`src/rtl/io_map_pkg.sv`:
```
// Register offsets and bus helpers for the LED/switch IO page.
package io_map_pkg;

    localparam logic [31:0] DEF_BASE_ADDR = 32'h0040_0000;

    localparam logic [11:0] LED_EN_OFS    = 12'h000;
    localparam logic [11:0] SW_IN_OFS     = 12'h004;
    localparam logic [11:0] SW_EDGE_OFS   = 12'h008;
    localparam logic [11:0] DUTY_BASE_OFS = 12'h100;

    // Expands the 4-bit byte-lane mask into a 32-bit bit mask.
    function automatic logic [31:0] lane_mask(input logic [3:0] m);
        return {{8{m[3]}}, {8{m[2]}}, {8{m[1]}}, {8{m[0]}}};
    endfunction

endpackage

```
`src/rtl/sw_debounce.sv`:
```
// One switch: 2-flop synchroniser, stability counter, debounced level and rise pulse.
// Level follows a sustained input change 2 + DEBOUNCE_CYCLES cycles later; o_rise is a 1-cycle pulse.
module sw_debounce #(
    parameter int DEBOUNCE_CYCLES = 4
) (
    input  logic CLK,
    input  logic reset,
    input  logic i_sw,
    output logic o_level,
    output logic o_rise
);
    localparam int CW = $clog2(DEBOUNCE_CYCLES + 1);
    localparam logic [CW-1:0] LAST = CW'(DEBOUNCE_CYCLES - 1);

    logic          r_s1;
    logic          r_s2;
    logic          r_deb;
    logic [CW-1:0] r_cnt;
    logic          w_diff;
    logic          w_flip;

    // The edge that would take the counter to DEBOUNCE_CYCLES flips the level instead.
    assign w_diff = (r_s2 != r_deb);
    assign w_flip = w_diff && (r_cnt == LAST);

    always_ff @(posedge CLK) begin
        if (!reset) begin
            r_s1  <= 1'b0;
            r_s2  <= 1'b0;
            r_deb <= 1'b0;
            r_cnt <= '0;
        end else begin
            r_s1 <= i_sw;
            r_s2 <= r_s1;
            if (w_diff && !w_flip)
                r_cnt <= r_cnt + CW'(1);
            else
                r_cnt <= '0;
            if (w_flip)
                r_deb <= r_s2;
        end
    end

    assign o_level = r_deb;
    assign o_rise  = w_flip & r_s2;

endmodule

```
`src/rtl/led_io_ctrl.sv`:
```
// Memory-mapped LED PWM / debounced switch peripheral; registered read data one cycle after strobe.
// Writes commit at the clock edge with byte-lane masking; read data is zero when not selected.
module led_io_ctrl
    import io_map_pkg::*;
#(
    parameter int          NUM_LEDS        = 8,
    parameter int          NUM_SW          = 3,
    parameter int          PWM_BITS        = 8,
    parameter int          DEBOUNCE_CYCLES = 4,
    parameter logic [31:0] BASE_ADDR       = DEF_BASE_ADDR
) (
    input  logic                CLK,
    input  logic                reset,
    input  logic [31:0]         memory_address,
    input  logic                memory_read_strobe,
    input  logic [31:0]         memory_write_data,
    input  logic [3:0]          memory_write_mask,
    output logic [31:0]         memory_read_data,
    input  logic [NUM_SW-1:0]   SW,
    output logic [NUM_LEDS-1:0] LED
);
    localparam logic [9:0] W_LED_EN  = LED_EN_OFS[11:2];
    localparam logic [9:0] W_SW_IN   = SW_IN_OFS[11:2];
    localparam logic [9:0] W_SW_EDGE = SW_EDGE_OFS[11:2];
    localparam logic [9:0] W_DUTY    = DUTY_BASE_OFS[11:2];

    logic                w_sel;
    logic [9:0]          w_wofs;
    logic                w_wr;
    logic [31:0]         w_bmask;
    logic [31:0]         w_rd_val;
    logic [NUM_SW-1:0]   w_sw_lvl;
    logic [NUM_SW-1:0]   w_sw_rise;
    logic [NUM_SW-1:0]   w_clr;
    logic [NUM_LEDS-1:0] w_on;
    logic                w_unused;

    logic [NUM_LEDS-1:0] r_led_en;
    logic [NUM_SW-1:0]   r_sw_edge;
    logic [PWM_BITS-1:0] r_duty [NUM_LEDS];
    logic [PWM_BITS-1:0] r_pwm_cnt;

    assign w_sel    = (memory_address[31:12] == BASE_ADDR[31:12]);
    assign w_wofs   = memory_address[11:2];
    assign w_wr     = w_sel && (|memory_write_mask);
    assign w_bmask  = lane_mask(memory_write_mask);
    assign w_unused = ^{memory_address[1:0], memory_write_data, w_bmask};

    genvar j;
    generate
        for (j = 0; j < NUM_SW; j++) begin : g_sw
            sw_debounce #(.DEBOUNCE_CYCLES(DEBOUNCE_CYCLES)) u_db (
                .CLK     (CLK),
                .reset   (reset),
                .i_sw    (SW[j]),
                .o_level (w_sw_lvl[j]),
                .o_rise  (w_sw_rise[j])
            );
        end
    endgenerate

    always_comb begin
        w_rd_val = '0;
        case (w_wofs)
            W_LED_EN:  w_rd_val = 32'(r_led_en);
            W_SW_IN:   w_rd_val = 32'(w_sw_lvl);
            W_SW_EDGE: w_rd_val = 32'(r_sw_edge);
            default:   w_rd_val = '0;
        endcase
        for (int i = 0; i < NUM_LEDS; i++) begin
            if (w_wofs == W_DUTY + 10'(i))
                w_rd_val = 32'(r_duty[i]);
        end
    end

    assign w_clr = (w_wr && (w_wofs == W_SW_EDGE)) ?
                   (memory_write_data[NUM_SW-1:0] & w_bmask[NUM_SW-1:0]) : '0;

    always_ff @(posedge CLK) begin
        if (!reset) begin
            r_led_en  <= '0;
            r_sw_edge <= '0;
            for (int i = 0; i < NUM_LEDS; i++)
                r_duty[i] <= '1;
        end else begin
            if (w_wr && (w_wofs == W_LED_EN))
                r_led_en <= (r_led_en & ~w_bmask[NUM_LEDS-1:0]) |
                            (memory_write_data[NUM_LEDS-1:0] & w_bmask[NUM_LEDS-1:0]);
            // A rise landing on the same edge as its W1C clear must survive.
            r_sw_edge <= (r_sw_edge & ~w_clr) | w_sw_rise;
            for (int i = 0; i < NUM_LEDS; i++) begin
                if (w_wr && (w_wofs == W_DUTY + 10'(i)))
                    r_duty[i] <= (r_duty[i] & ~w_bmask[PWM_BITS-1:0]) |
                                 (memory_write_data[PWM_BITS-1:0] & w_bmask[PWM_BITS-1:0]);
            end
        end
    end

    always_comb begin
        w_on = '0;
        for (int i = 0; i < NUM_LEDS; i++)
            w_on[i] = r_led_en[i] & ((r_pwm_cnt < r_duty[i]) | (&r_duty[i]));
    end

    always_ff @(posedge CLK) begin
        if (!reset) begin
            r_pwm_cnt        <= '0;
            LED              <= '0;
            memory_read_data <= '0;
        end else begin
            r_pwm_cnt        <= r_pwm_cnt + PWM_BITS'(1);
            LED              <= w_on;
            memory_read_data <= (w_sel && memory_read_strobe) ? w_rd_val : '0;
        end
    end

endmodule

```
`config.mk`:
```
export PLATFORM = sky130hd
export DESIGN_NAME = led_io_ctrl
export DESIGN_NICKNAME = d
export VERILOG_FILES = /design/src/rtl/io_map_pkg.sv /design/src/rtl/sw_debounce.sv /design/src/rtl/led_io_ctrl.sv
export SDC_FILE = /design/constraint.sdc
export NUM_CORES = 1
export LEC_CHECK = 0
export CAP_MARGIN = 20
export CORE_UTILIZATION = 51
export CTS_BUF_LIST = sky130_fd_sc_hd__clkbuf_2 sky130_fd_sc_hd__clkbuf_4 sky130_fd_sc_hd__clkbuf_8
export DETAILED_ROUTE_END_ITERATION = 8
export PLACE_DENSITY = 0.89
export SYNTH_ARGS = -nofsm -noshare
export SYNTH_HDL_FRONTEND = slang
export SYNTH_SLANG_ARGS = --single-unit
```
`constraint.sdc`:
```
create_clock -name CLK -period 2.6 [get_ports CLK]
set_input_delay 0.26 -clock CLK [delete_from_list [all_inputs] [get_ports CLK]]
set_output_delay 0.26 -clock CLK [all_outputs]
set_load 0.05 [all_outputs]
```
==> results.py, run 1 <==
metrics = {
    "detailed_routing": {
        "drtPass1Iterations": 5,
        "via_count": 6294,
        "drtIter0Drc": 727,
        "ant_nets": 0,
        "wirelength_um": 20100,
        "viasPerCell": 6.23,
        "drc_errors": 0,
        "routedWlPerCell_um": 19.9,
    },
    "sta": {
        "setup_ws_ps": 401,
        "slew_headroom_pct": 47.2,
        "grt_setup_unrepaired": "no",
        "min_period_ps": 2200,
        "tns_ps": 0,
        "finalSetupViolations": 0,
        "whs_ps": 233,
        "period_share_pct": 84.6,
        "clock_skew_ps": 11.6,
        "clock.fmax_mhz": 455,
        "hold_viol": 0,
        "tightest_slew_ps": 792,
        "drv_slew": 0,
    },
    "final_layout": {
        "final_nets": 958,
        "drive_gt1_share_pct": 12.0,
        "fill_cells": 1005,
        "area_growth_pct": 20.9,
        "antenna-diode-count": 0,
    },
    "die": {
        "core_area_um2": 13400,
        "die_w_um": 120,
        "die_h_um": 120,
        "dieArea_um2": 14300,
        "start_util_pct": 52.7,
        "num_io_pins": 114,
        "num_rows": 42,
    },
    "status": {
        "status": "finished clean",
    },
    "critical_path": {
        "criticalPathCategory": "input port to flop",
        "crit_path_start_kind": "input port",
        "cp_slowest_cell": "or4_4",
        "critPathRequiredTime_ps": 2770,
        "max_stage_delay_ps": 540,
        "cp_cell_sequence": "clkdlybuf4s50_1, or4_4, nand2b_4, nor4_1, and2_1, nand2b_1, buf_4",
        "timing.rr.start": "r_pwm_cnt[2]",
        "r2r_end": "LED[3]",
        "crit_arrival_ps": 2360,
        "crit_fanout": 8,
        "rrSetupSlack_ps": 510,
        "ff2ff_path_depth": 6,
        "end_kind": "flop",
    },
    "power_and_ir_drop": {
        "ir_drop_mv": 0.280,
        "seq_power_share_pct": 46.1,
        "power_density_nw_per_um2": 510,
        "clkPwrFrac_pct": 43.7,
        "combPwrFrac_pct": 10.3,
        "netSwitchingFraction_pct": 26.2,
        "p_sw_uw": 1140,
        "p_leak_uw": 0.00389,
        "p_int_uw": 3220,
    },
    "synth": {
        "ys_warn_count": 0,
        "synth_cell_types": 56,
        "yosysTopAreaCellShare_pct": 27.2,
        "synth_edf_count": 64,
        "synth_ff_type": "edfxtp_1",
        "synth.most_common_cell": "inv_1",
        "synth_common_cells": "inv_1 (66), edfxtp_1 (64), ha_1 (63)",
        "ys_ff_latch": 117,
        "yosys.area.top_type": "edfxtp_1",
        "netlist_area_um2": 7070,
        "yosysSeqAreaShare_pct": 42.2,
        "synth_area_leaders": "edfxtp_1 (27%), dfxtp_1 (15%), ha_1 (11%)",
        "synthArstFlopShare_pct": 0,
        "postSynthAreaPerCell_um2": 9.83,
        "syn_inst": 719,
    },
    "place": {
        "dp_slack_ps": -19.0,
        "gp_congestion": 0.995,
        "place_hpwl_um": 14400,
        "io_buffers": 63,
    },
    "clock_tree": {
        "clk_path_buf_depth": 2,
        "h-tree-depth": 4,
        "post_cts_resize_count": 0,
        "clkLatencyLatePin_ps": 460,
        "cts_inserted_buffers": 17,
        "numClockSinks": 117,
        "root_buffer": "clkbuf_8",
        "clk_pin_slew_ps": 70,
        "cts_setup_buffers": 0,
        "hold_buffers": 0,
        "cts_tree": "yes",
    },
    "global_route": {
        "gr-usage-all-layers_pct": 28.9,
        "grt_overflow": 0,
        "antenna_found_initial": 0,
        "grt_pass1_wl_um": 31300,
        "grt_pass1_vias": 6062,
        "grt_max_degree": 39,
    },
    "worst_hold_path": {
        "hp-start": "reset",
        "hold_path.class": "input port to flop",
        "holdPathStages": 3,
        "whs_endpoint": "LED[6]",
    },
    "run": {
        "maxCapViolCount": 0,
    },
}
## worst max-delay path by stage
| stage | start | end | slack, ps | cells past startpoint |
|---|---|---|---|---|
| global route | memory_address[14] | r_duty[0][11] | 330 | 7 |
| global placement | memory_address[13] | r_duty[0][27] | 10 | 7 |
| finish | memory_address[12] | r_duty[0][14] | 400 | 7 |
| CTS | memory_address[13] | r_duty[0][26] | 450 | 7 |
| floorplan | memory_address[13] | r_duty[1][16] | 140 | 4 |
| detailed placement | memory_address[13] | r_duty[0][29] | -20 | 7 |
## metrics by stage
stage	cell area (um^2)	utilization, %	std cells	total power, uW
2_1_floorplan	7150	-	742	2300
3_3_place_gp	8100	60.4	978	2470
3_5_place_dp	8100	60.4	978	2480
4_1_cts	8540	63.8	1010	4350
5_1_grt	8540	63.8	1010	4470
6_report	8540	63.8	1010	4360
## state kept, by name, summed over array words and instances, names as in the netlist, named ones only
| signal | cells |
|---|---|
| g_sw.u_db.r_s1 | 3 |
| g_sw.u_db.r_s2 | 3 |
| r_duty | 64 |
| g_sw.u_db.o_level | 3 |
| r_pwm_cnt | 8 |
| r_sw_edge | 3 |
| g_sw.u_db.r_cnt | 9 |
| memory_read_data | 8 |
| LED | 8 |
## routing by layer
layer | global-route usage (%) | share of wire [%] | vias to the layer above | wire length (um)
met5 | 0 | 0 | - | 0
met4 | 16.6 | 5.0 | 0 | 1010
met3 | 7.56 | 11 | 93 | 2210
met2 | 45.8 | 46 | 419 | 9210
met1 | 35.6 | 38 | 2951 | 7700
li1 | - | - | 2831 | -
## layout by cell type, fill, tap and decap left out, drive strengths merged, types with 28 or more instances in the layout
master and instances:
nor2 32, nand3 34, inv 72, edfxtp 64, nand2 28, buf 52
o211ai 43, o21ai 47, dfxtp 53, clkdlybuf4s50 61, ha 63
## power by group through the flow
stage	logic [uW]	registers, uW	clock network, uW
3_3_place_gp	424	2040	0
3_5_place_dp	437	2050	0
5_1_grt	473	2010	1990
4_1_cts	440	2010	1910
2_1_floorplan	275	2030	0
6_report	449	2010	1900
## final cells by class
type | instances | area [um^2] | area share, %
clock buffer | 18 | 248 | 2.90
inverter | 66 | 248 | 2.90
sequential | 117 | 2980 | 34.9
timing repair buffer | 113 | 1030 | 12.1
tap | 176 | 220 | 2.58
multi-input combinational | 506 | 3610 | 42.3
clock inverter | 14 | 196 | 2.30
## kinds of logic after synthesis
| logic type | synth area share [%] |
|---|---|
| AOI/OAI and AO/OA | 17.8 |
| xor gates and xnor gates | 1.12 |
| adders and majority gates | 11.2 |
| buffers and inverters | 7.84 |
| DFF | 42.2 |
| muxes | 3.10 |
| other | 0.0531 |
| and+or+nand+nor | 16.8 |
## critical path: cells and delay by family
kind | cells | cell delay, ps
buffers and inverters | 2 | 580
AND/OR/NAND/NOR | 5 | 1520
(Power assumes the default switching activity.)
==> run 2, diff against run 1 <==
Settings changed: CORE_UTILIZATION 51 to 52, PLACE_DENSITY 0.89 to 0.87.
Clock period 2.6 ns to 2.3 ns, I/O delays scaled along.
==> results.py, run 2 (same netlist as run 1, synthesis figures left out) <==
metrics = {
    "place": {
        "io_buffers": 63,
        "place_hpwl_um": 14600,
        "post-place-cells": 992,
        "gp_congestion": 0.918,
        "placed_area_um2": 8210,
        "dp_slack_ps": -237,
    },
    "final_layout": {
        "max_flop_register": "r_duty",
        "area_growth_pct": 22.3,
        "antenna-diode-count": 0,
        "mostFrequentLayoutCells": "inv_1 (66), edfxtp_1 (64), ha_1 (63)",
        "drive_gt1_share_pct": 13.5,
        "instances_no_fill": 1023,
        "multi_input_area_um2": 3620,
        "finalCoreUtilization_pct": 65.2,
        "final_area_um2": 8640,
        "largest_register_ffs": 64,
        "seq_area_um2": 2980,
        "final_nets": 972,
        "fill_cells": 1031,
        "final_common_cell": "inv_1",
        "reg_top3": "r_duty (64), g_sw.u_db.r_cnt (9)",
    },
    "sta": {
        "grt_setup_unrepaired": "no",
        "drv_slew": 0,
        "tightest_slew_ps": 733,
        "clock.fmax_mhz": 467,
        "slew_headroom_pct": 51.1,
        "tns_ps": 0,
        "period_share_pct": 93.2,
        "hold_viol": 0,
        "clock_skew_ps": 11.2,
        "min_period_ps": 2140,
        "finalSetupViolations": 0,
        "setup_ws_ps": 157,
    },
    "critical_path": {
        "crit_fanout": 8,
        "cp_cell_sequence": "clkdlybuf4s50_1, nor4_1, nand3_1, nor4_1, buf_4, and4_1, nand2b_1, buf_4",
        "critPathRequiredTime_ps": 2470,
        "end_kind": "flop",
        "crit_path_start_kind": "input port",
        "cp_slowest_cell": "clkdlybuf4s50_1",
        "timing.rr.start": "r_pwm_cnt[1]",
        "startpoint": "memory_address[18]",
        "max_stage_delay_ps": 440,
        "criticalPathCategory": "input port to flop",
        "crit_arrival_ps": 2310,
    },
    "power_and_ir_drop": {
        "power_density_nw_per_um2": 565,
        "p_leak_uw": 0.00395,
        "ir_drop_mv": 0.320,
    },
    "worst_hold_path": {
        "hold_path.class": "input port to flop",
        "hp-start": "reset",
    },
    "die": {
        "num_io_pins": 114,
        "start_util_pct": 53.4,
        "die_h_um": 119,
        "core_area_um2": 13200,
        "dieArea_um2": 14100,
        "num_rows": 42,
        "die_w_um": 119,
    },
    "detailed_routing": {
        "viasPerCell": 6.16,
        "via_count": 6301,
        "wirelength_um": 20400,
        "drtIter0Drc": 866,
        "routedWlPerCell_um": 19.9,
        "drc_errors": 0,
        "ant_nets": 0,
        "drtPass1Iterations": 5,
    },
    "clock_tree": {
        "cts_inserted_buffers": 17,
        "clk_path_buf_depth": 2,
        "clkLatencyLatePin_ps": 460,
        "h-tree-depth": 4,
        "cts_tree": "yes",
        "post_cts_resize_count": 0,
        "numClockSinks": 117,
        "cts_setup_buffers": 0,
        "clk_pin_slew_ps": 70,
        "root_buffer": "clkbuf_8",
        "hold_buffers": 0,
    },
    "global_route": {
        "grt_max_degree": 43,
        "grt_pass1_wl_um": 32100,
        "gr-usage-all-layers_pct": 29.9,
        "grt_overflow": 0,
        "antenna_found_initial": 0,
        "grt_pass1_vias": 6214,
    },
    "run": {
        "maxCapViolCount": 0,
    },
    "status": {
        "status": "finished clean",
    },
}
[run 2: cell count changes in the layout (fill, tap and decap cells not counted)]
cell        previous run  this run
buf_4                 47        61
clkbuf_4               0         1
clkinv_4               3         2
clkinvlp_4             0         2
inv_6                  3         0
o21ai_0               47        46
o21ai_1                0         1
o31ai_1                1         0
o31ai_2                0         1
[run 2: worst paths after layout]
kind | slack (ps) | end | depth (start not counted)
setup / recovery | 160 | r_duty[0][31] | 8
hold / removal | 160 | LED[6] | 3
setup reg to reg | 490 | LED[5] | 5
hold reg to reg | 430 | g_sw[0].u_db.r_cnt[0] | 1
[run 2: power breakdown]
| group | switching, uW | total [uW] | internal (uW) | leakage [uW] |
|---|---|---|---|---|
| clock network | 881 | 2100 | 1220 | 0.000216 |
| logic | 330 | 524 | 195 | 0.00283 |
| registers | 35.1 | 2260 | 2230 | 0.000899 |
[run 2: critical path: cells and delay by family]
kind	cells	cell delay (ps)
buf+inv	3	790
simple gates	5	1290
[run 2: area by class of cell]
class                   count  area share [%]
multi-input cells         506            41.9
flip-flops and latches    117            34.5
repair buffers            127            13.2
clock buffers              19            2.95
inverters                  66            2.87
well taps                 176            2.55
clock inverters            12            2.04
[run 2: through the flow]
step / total power, uW / hold slack (ps)
finish: 4880 / 158
global route: 5010 / 154
CTS: 4870 / 145
detailed placement: 2820 / 422
global placement: 2800 / 412
floorplan: 2610 / 357
[run 2: metal layers]
metal	wire length (um)	share of wire, %	up-vias	track usage, %
met2	9380	46	393	47.2
li1	-	-	2852	-
met5	0	0	-	0
met1	7890	39	2969	37.7
met4	970	4.8	0	15.7
met3	2160	11	87	7.58
==> edit, RTL diff (settings of run 2) <==
Take the reset off `memory_read_data` and load it in a clocked block of its own.
--- a/src/rtl/led_io_ctrl.sv
+++ b/src/rtl/led_io_ctrl.sv
@@ -108,3 +108,2 @@
             LED              <= '0;
-            memory_read_data <= '0;
         end else begin
@@ -112,4 +111,7 @@
             LED              <= w_on;
-            memory_read_data <= (w_sel && memory_read_strobe) ? w_rd_val : '0;
         end
+    end
+
+    always_ff @(posedge CLK) begin
+        memory_read_data <= (w_sel && memory_read_strobe) ? w_rd_val : '0;
     end
Behaviour: differs if reset is asserted again (counterexample within 4 cycles, from zero or initial values and one cycle with reset low); with reset held inactive, the same outputs for 4 cycles.
==> edit against run 2 <==
Setup slack better by 47 ps; wire length is 1.4% lower; sequential share of layout area stayed put; largest power group unchanged; final area stayed put; total power is 1.5% lower; sequential cell count did not move; area after synthesis increased by 1.5%; critical path type unchanged.
==> edit: results (changes against run 2) <==
worst-path maximum fanout - 4 (-4)
via-per-instance ratio - 6.13 (-0.40%)
initial antenna violation count - 0 (unchanged)
CTS Root Buffer Type - clkbuf_8
Crit Reg-Reg Endpoint - LED[7]$_SDFF_PN0_
Worst R2R Start - r_pwm_cnt[5]$_SDFF_PN0_
first-pass GRT wire length - 31700 um (-1.2%)
pin count of the biggest net entering global routing - 58 (+35%)
top cells by area, synth - edfxtp_1 (27%), dfxtp_1 (15%), ha_1 (11%), o211ai_1 (4.7%), o21ai_0 (3.8%)
layout cell share with drive strength beyond 1 - 0.131 (-0.00348)
CTS clk-pin slew, worst paths - 80 ps
Tightest Pin Transition - 701 ps (-32.2 ps)
total setup buffers inserted after CTS - 0 (unchanged)
Num CTS Buffers - 17 (unchanged)
Post-Syn Instances - 723 (+0.56%)
worst-path cell with the longest stage delay - a2111oi_0
most frequent cells after synthesis - inv_1 (65), edfxtp_1 (64), ha_1 (63)
Setup crit end - memory_read_data[0]$_SDFF_PN0_
Lkg Pwr - 3.87 nW (-2.0%)
Nets - 963 (-0.93%)
fillers - 1014 (-1.6%)
post-synthesis cell type count - 55 (-1.8%)
critical path's largest stage delay - 640 ps (+200 ps)
Non-Filler Instances - 1015 (-0.78%)
worst slack, placed - -258 ps (-20.6 ps)
first-pass detailed-route iteration total - 7 (+2)
wire per inst - 19.8 um (-0.65%)
Inserted Diodes - 0 (unchanged)
Worst Setup SP - memory_address[24]
Yosys warning total - 0 (unchanged)
routability cong. - 0.954 (+3.9%)
vias in the first global route - 6081 (-2.1%)
total track usage - 0.296 (-0.00339)
post-DP HPWL - 14500 um (-0.57%)
status - finished clean
post_cts resized - 0 (unchanged)
Period minus WS final - 2100 ps (-47.2 ps)
Clock Skews - 7.17 ps (-4.08 ps)
DR iter-0 viols - 824 (-4.8%)
placed cells - 983 (-0.91%)
CP arrival - 2510 ps (+200 ps)
Worst R2R Setup Slack - 390 ps (-100 ps)
peak supply drop - 0.348 mV (+8.7%)
post-synthesis sequential area ratio - 0.416 (-0.00604)
internal power - 0.00351 W (-3.5%)
-- edit: final cells by class --
cell class              count  area (um^2)  share of cell area
well taps                 176          220              0.0255
clock buffers              17          234              0.0271
inverters                  65          244              0.0282
flip-flops and latches    117         2980               0.345
clock inverters            15          179              0.0207
multi-input cells         510         3720               0.430
repair buffers            115         1060               0.123
-- edit: stage by stage --
step / total power, W / TNS [ps] / util / cell area [um^2]
floorplan: 0.00263 / 0 / - / 7250
global placement: 0.00282 / -3660 / 0.616 / 8230
detailed placement: 0.00284 / -14840 / 0.616 / 8230
CTS: 0.00481 / 0 / 0.647 / 8640
global route: 0.00496 / 0 / 0.647 / 8640
finish: 0.00481 / 0 / 0.647 / 8640
-- edit: worst min-delay path by stage --
stage	end	cells past startpoint	start	slack [ps]
floorplan	g_sw[0].u_db.r_s1$_SDFF_PN0_	1	SW[0]	360
global placement	g_sw[1].u_db.r_cnt[0]$_SDFF_PN0_	1	g_sw[1].u_db.r_cnt[0]$_SDFF_PN0_	410
detailed placement	g_sw[2].u_db.r_cnt[0]$_SDFF_PN0_	1	g_sw[2].u_db.r_cnt[0]$_SDFF_PN0_	420
CTS	r_duty[0][3]$_SDFFCE_PN1P_	3	memory_write_mask[0]	330
global route	r_duty[0][7]$_SDFFCE_PN1P_	3	memory_write_mask[0]	350
finish	r_duty[0][2]$_SDFFCE_PN1P_	3	memory_write_mask[0]	340
-- edit: cells by family (layout without fill, tap and decap cells) --
| family | Yosys count | in the layout | share of synthesized area |
|---|---|---|---|
| compound gates | 204 | 204 | 0.185 |
| simple gates | 190 | 190 | 0.167 |
| buf+inv | 119 | 212 | 0.0770 |
| flops | 117 | 117 | 0.416 |
| fa+ha+maj | 63 | 63 | 0.110 |
| mux | 20 | 20 | 0.0339 |
| xor+xnor | 9 | 9 | 0.0110 |
| other cells | 1 | 24 | 0.000523 |
-- edit: tightest hold or removal path: stages --
cell and delay (ps):
buf_2 100, buf_4 190, o211ai_1 160
-- edit: power groups by stage --
stage | logic [W] | registers, W | clock network [W]
after global placement | 0.000517 | 0.00231 | 0
after detailed placement | 0.000533 | 0.00231 | 0
after global routing | 0.000583 | 0.00226 | 0.00211
after floorplan | 0.000339 | 0.00230 | 0
final | 0.000546 | 0.00226 | 0.00200
after CTS | 0.000538 | 0.00226 | 0.00201
-- edit: layer usage --
layer  vias up  global-route usage  routed length [um]
met3        78              0.0814                2350
met4         2               0.123                 847
met1      2911               0.370                7620
met2       385               0.480                9270
met5         -                   0                  24
li1       2851                   -                   -
